==> src/rtl/alu_pkg.sv <==
// Shared types for the core-datapath ALU: op codes, flag payload and default width.
package alu_pkg;

   localparam int unsigned ALU_WIDTH = 16;

   typedef enum logic [3:0] {
      OP_ADD   = 4'b0000,
      OP_SUB   = 4'b0001,
      OP_MUL   = 4'b0010,
      OP_DIV   = 4'b0011,
      OP_AND   = 4'b0100,
      OP_OR    = 4'b0101,
      OP_XOR   = 4'b0110,
      OP_SHL   = 4'b0111,
      OP_SHR   = 4'b1000,
      OP_RSV9  = 4'b1001,
      OP_RSVA  = 4'b1010,
      OP_PASSB = 4'b1011,
      OP_CMP   = 4'b1100,
      OP_RSVD  = 4'b1101,
      OP_RSVE  = 4'b1110,
      OP_ZERO  = 4'b1111
   } alu_op_e;

   typedef struct packed {
      logic z;
      logic n;
      logic c;
      logic v;
   } alu_flags_t;

endpackage

==> src/rtl/alu_divider.sv <==
// Combinational unsigned restoring divider; a zero divisor yields an all-ones quotient.
module alu_divider
   import alu_pkg::*;
#(
   parameter int unsigned WIDTH = ALU_WIDTH
) (
   input  logic [WIDTH-1:0] i_dividend,
   input  logic [WIDTH-1:0] i_divisor,
   output logic [WIDTH-1:0] o_quotient,
   output logic             o_div_by_zero
);

   logic [WIDTH-1:0] w_rem;
   logic [WIDTH-1:0] w_quo;
   logic [WIDTH:0]   w_trial;

   // One shift-subtract stage per quotient bit, MSB first
   always_comb begin
      w_rem   = '0;
      w_quo   = '0;
      w_trial = '0;
      for (int i = int'(WIDTH) - 1; i >= 0; i--) begin
         w_trial = {w_rem, i_dividend[i]};
         if (w_trial >= {1'b0, i_divisor}) begin
            w_rem    = WIDTH'(w_trial - {1'b0, i_divisor});
            w_quo[i] = 1'b1;
         end else begin
            w_rem = WIDTH'(w_trial);
         end
      end
   end

   assign o_div_by_zero = (i_divisor == '0);
   assign o_quotient    = o_div_by_zero ? '1 : w_quo;

endmodule

==> src/rtl/alu.sv <==
// Zero-latency integer ALU with a registered Z/N/C/V flag set for branch resolution.
module alu
   import alu_pkg::*;
#(
   parameter int unsigned WIDTH = ALU_WIDTH
) (
   input  logic             clk,
   input  logic             rst,
   input  logic [WIDTH-1:0] in0,
   input  logic [WIDTH-1:0] in1,
   input  logic [3:0]       select,
   output logic [WIDTH-1:0] out,
   output logic             zero,
   output logic             neg,
   output logic             carry,
   output logic             ovf
);

   localparam int unsigned     PW       = 2 * WIDTH;
   localparam logic [WIDTH-1:0] SH_LIMIT = WIDTH'(WIDTH);

   logic [WIDTH:0]   w_add;
   logic [WIDTH:0]   w_sub;
   logic [PW-1:0]    w_mul;
   logic [WIDTH-1:0] w_quo;
   logic             w_div_zero;
   logic [WIDTH-1:0] w_out;
   alu_flags_t       w_flags_nxt;
   alu_flags_t       r_flags;

   assign w_add = {1'b0, in0} + {1'b0, in1};
   assign w_sub = {1'b0, in0} - {1'b0, in1};
   assign w_mul = PW'(in0) * PW'(in1);

   alu_divider #(.WIDTH(WIDTH)) u_divider (
      .i_dividend    (in0),
      .i_divisor     (in1),
      .o_quotient    (w_quo),
      .o_div_by_zero (w_div_zero)
   );

   // Result and next-flag selection; carry/ovf default low for non-arithmetic ops
   always_comb begin
      w_out         = '0;
      w_flags_nxt   = '0;
      case (alu_op_e'(select))
         OP_ADD: begin
            w_out         = w_add[WIDTH-1:0];
            w_flags_nxt.c = w_add[WIDTH];
            w_flags_nxt.v = (in0[WIDTH-1] == in1[WIDTH-1]) && (w_add[WIDTH-1] != in0[WIDTH-1]);
         end
         OP_SUB, OP_CMP: begin
            w_out         = w_sub[WIDTH-1:0];
            w_flags_nxt.c = w_sub[WIDTH];
            w_flags_nxt.v = (in0[WIDTH-1] != in1[WIDTH-1]) && (w_sub[WIDTH-1] != in0[WIDTH-1]);
         end
         OP_MUL: begin
            w_out         = w_mul[WIDTH-1:0];
            w_flags_nxt.c = |w_mul[PW-1:WIDTH];
         end
         OP_DIV: begin
            w_out         = w_quo;
            w_flags_nxt.c = w_div_zero;
         end
         OP_AND:   w_out = in0 & in1;
         OP_OR:    w_out = in0 | in1;
         OP_XOR:   w_out = in0 ^ in1;
         OP_SHL:   w_out = (in1 >= SH_LIMIT) ? '0 : (in0 << in1);
         OP_SHR:   w_out = (in1 >= SH_LIMIT) ? '0 : (in0 >> in1);
         OP_PASSB: w_out = in1;
         default:  w_out = '0;
      endcase
      w_flags_nxt.z = (w_out == '0);
      w_flags_nxt.n = w_out[WIDTH-1];
   end

   always_ff @(posedge clk or posedge rst) begin
      if (rst) begin
         r_flags <= '0;
      end else begin
         r_flags <= w_flags_nxt;
      end
   end

   assign out   = w_out;
   assign zero  = r_flags.z;
   assign neg   = r_flags.n;
   assign carry = r_flags.c;
   assign ovf   = r_flags.v;

endmodule

==> config.mk <==
export PLATFORM = sky130hd
export DESIGN_NAME = alu
export DESIGN_NICKNAME = d
export VERILOG_FILES = /design/src/rtl/alu_pkg.sv /design/src/rtl/alu_divider.sv /design/src/rtl/alu.sv
export SDC_FILE = /design/constraint.sdc
export NUM_CORES = 1
export LEC_CHECK = 0
export CORE_UTILIZATION = 30
export DETAILED_ROUTE_END_ITERATION = 6
export SYNTH_ARGS = -nofsm -noshare
export SYNTH_HDL_FRONTEND = slang
export SYNTH_SLANG_ARGS = --single-unit
==> constraint.sdc <==
create_clock -name clk -period 101.1 [get_ports clk]
set_clock_uncertainty 0.15 [all_clocks]
set_input_delay 20.22 -clock clk [delete_from_list [all_inputs] [get_ports clk]]
set_output_delay 20.22 -clock clk [all_outputs]
set_load 0.005 [all_outputs]
==> results.md <==
* Seq/Total Area, Yosys at less than 1%
* Num ports at 58
* Drt drc at 11
* Fmax at 0.0107 GHz
* Worst EP arrival at about 73 ns
* Setup TNS at 0 ns
* Syn Inst Count at 3350
* Clock buffer depth at 2
* WHS at between 20 and 25 ns
* Row count at 105
* Fin. max-slew vios at 0
* Violated checks: design-rule violations
* Final core utilization at between 30% and 40%
* Register cell area after layout at about 100 sq um
* Non-Filler Instances at around 4400
* Post-CTS setup buffer count at 0
* Footprint of the multi-input gates at 22900 sq um
* CP required at approximately 81 ns
* PortBufs at 57
* Final period util at 92.7%
* Main synth FF type: dfrtp_1
* GRT met1 Usage at approximately 29%
* Largest net degree at the start of global routing at between 40 and 50
* Core area at 82200 sq um
* Main combinational cell family by area after synthesis: adder cells
* Number of global-route vias before repair at between 20000 and 25000
* Static Leak at 12.9 nW
* Iter 0 DRT Violations at 2207
* Mux contribution to synthesized area at 7.41%
* Initial antenna violation count at 7
* GRT overflow at 0
* GR Util met2 at between 30% and 40%
* CP max stage delay at 0.83 ns
* H-tree depth at 1
* Die Ht at just under 300 um
* Global route hottest layer: met2
* Post-Layout Inst Area at roughly 27000 sq um
* Final setup vio count at 0
* Synth Area in Compound Gates at between 20% and 30%
* Synth warn at 0
* CP top delay family: compound AO/OA/AOI/OAI gates
* WP buf/inv at 17
* Detailed-route wire length at roughly 94000 um
* Crit path kind: in2out
* Met3 Resource Use GR at under 10%
* Die area at about 85000 sq um
* Hold Crit Class: in2async
* Clk root buf: clkbuf_16
* Min Tclk post-route at 93.76 ns
* Fillcell total at slightly below 9000
* Mapped Avg Cell Area at approximately 7.5 sq um
* Area contributors post-synth: ha_1 (20%), fa_1 (17%), nor2_1 (6.1%), inv_1 (6.1%), mux2_2 (4.6%)
* Post-route ant nets at 0
* Synth Area in Simple Gates at between 10% and 20%
* Synth Area in XOR/XNOR at ~5.4%
* Max-slew headroom at around 30%
* WL per Instance at 21.3 um
* Status: complete, but fails checks
* Asr flop ratio synth at 100%
* Worst Setup End Kind: output port
* Post-Syn Area at approximately 25000 sq um
* Seq cells post-synth at 4
* Fin nets at between 4000 and 5000
* Most frequent CP cell: o21ai_0
* Area share of the largest cell type after synthesis at around a fifth
* Synth area leader: ha_1
* Synth cell types at 100
* Share of layout cells above drive strength 1 at between 6 and 7%
* TritonCTS Sinks at 4
* Drt pass-1 iters at 7
* Global-route wire length before repair at approximately 140000 um
* Placed insts at about 4400
* Worst Max-Slew Pin Slew at ~1 ns
* Num CTS Buffers at 3
* Post-synth EDFFs at 0
* CTS tree: done
* Post-Place Cell Area at 26900 sq um
* PostCTS Resize Cnt at 0
* Max-cap violations at 0
* GRT Util Overall at about 22%
* Most frequent cells in the layout: ha_1 (407), nor2_1 (406), inv_1 (403), nand2_1 (265), o21ai_0 (221)
* CTS Hold Bufs at 0
* Most common cell after layout, fill and taps aside: ha_1
* Synth Net Count at ~4000
* RSZ-0062 raised after global routing: no
* Max rail drop VDD at slightly below 0.05 mV
* Crit-path max FO at 30
* Crit start category: primary input
* Die outline width at between 200 and 300 um
* Clock Pin Slew Worst Setup and Hold Paths at approximately 0.03 ns
* Placer Congestion at around 1
* Initial Utilization at between 30 and 40%
* Synthesis-to-finish area growth at 7.75%
* Slowest cell on the critical path: and3b_1
* Final hold violation count at 0
* DR vias at approximately 25000
* Routed vias/inst at around 5.7
* Hpwl dp at 73500 um
* PD cells at 24.1 nW/um^2
* Post-Synth Adder-Cell Area at 37.2%
[layout make-up]
class	count	area share, %
multi-input combinational	2817	85.0
inverter	414	5.77
tap	1070	4.97
timing repair buffer	113	3.62
sequential	4	0.371
clock buffer	3	0.279
antenna	2	0.0186
[cell usage after synthesis (39+ instances only)]
master    instances
fa_1            210
o21ai_0         222
mux2_2          103
xor2_1           46
inv_1           405
nand2_1         265
nor2b_1          54
a21boi_0         43
mux2i_1          48
nand2b_1         39
a21oi_1         198
nor2_1          406
a21o_1           70
nor3_1           54
xnor2_1         108
clkbuf_1         68
ha_1            407
nand4_1          52
[layer usage]
metal / vias to the layer above / part of all wire (%)
met5: - / 0.073
met4: 10 / 4.4
met3: 253 / 9.4
met2: 1172 / 44
met1: 11900 / 42
li1: 11700 / -
[per-stage QoR]
step | setup slack [ns] | power (mW)
2_1_floorplan | 12.95 | 0.473
6_report | 7.34 | 0.650
4_1_cts | 8.19 | 0.645
3_3_place_gp | 9.82 | 0.630
3_5_place_dp | 8.42 | 0.633
5_1_grt | 1.60 | 0.726
[cell families (layout without fill, tap and decap cells)]
| logic type | Yosys count | count (layout) |
|---|---|---|
| buf+inv | 529 | 530 |
| fa+ha+maj | 617 | 617 |
| mux | 166 | 166 |
| compound gates | 857 | 857 |
| flops | 4 | 4 |
| xor+xnor | 154 | 154 |
| simple gates | 1023 | 1023 |
| other cells | 0 | 2 |
[sequential cells by signal (all words and copies together), names as in the netlist]
signal  flops
carry       1
neg         1
ovf         1
zero        1
[worst max path at each step]
stage | start | to | slack (ns) | depth (start not counted)
finish | in1[6] | out[0] | 7.34 | 244
global route | in0[15] | out[0] | 1.60 | 248
CTS | in0[15] | out[0] | 8.19 | 247
detailed placement | in0[15] | out[0] | 8.42 | 247
global placement | in0[15] | out[0] | 9.82 | 246
floorplan | in1[1] | out[0] | 12.95 | 265
[power by group]
part	internal (mW)	switching, mW	total, mW
Clock	0.00505	0.00110	0.00616
Combinational	0.271	0.371	0.642
Sequential	0.00184	0.0000546	0.00190
Power figures use the tool's default switching activity.
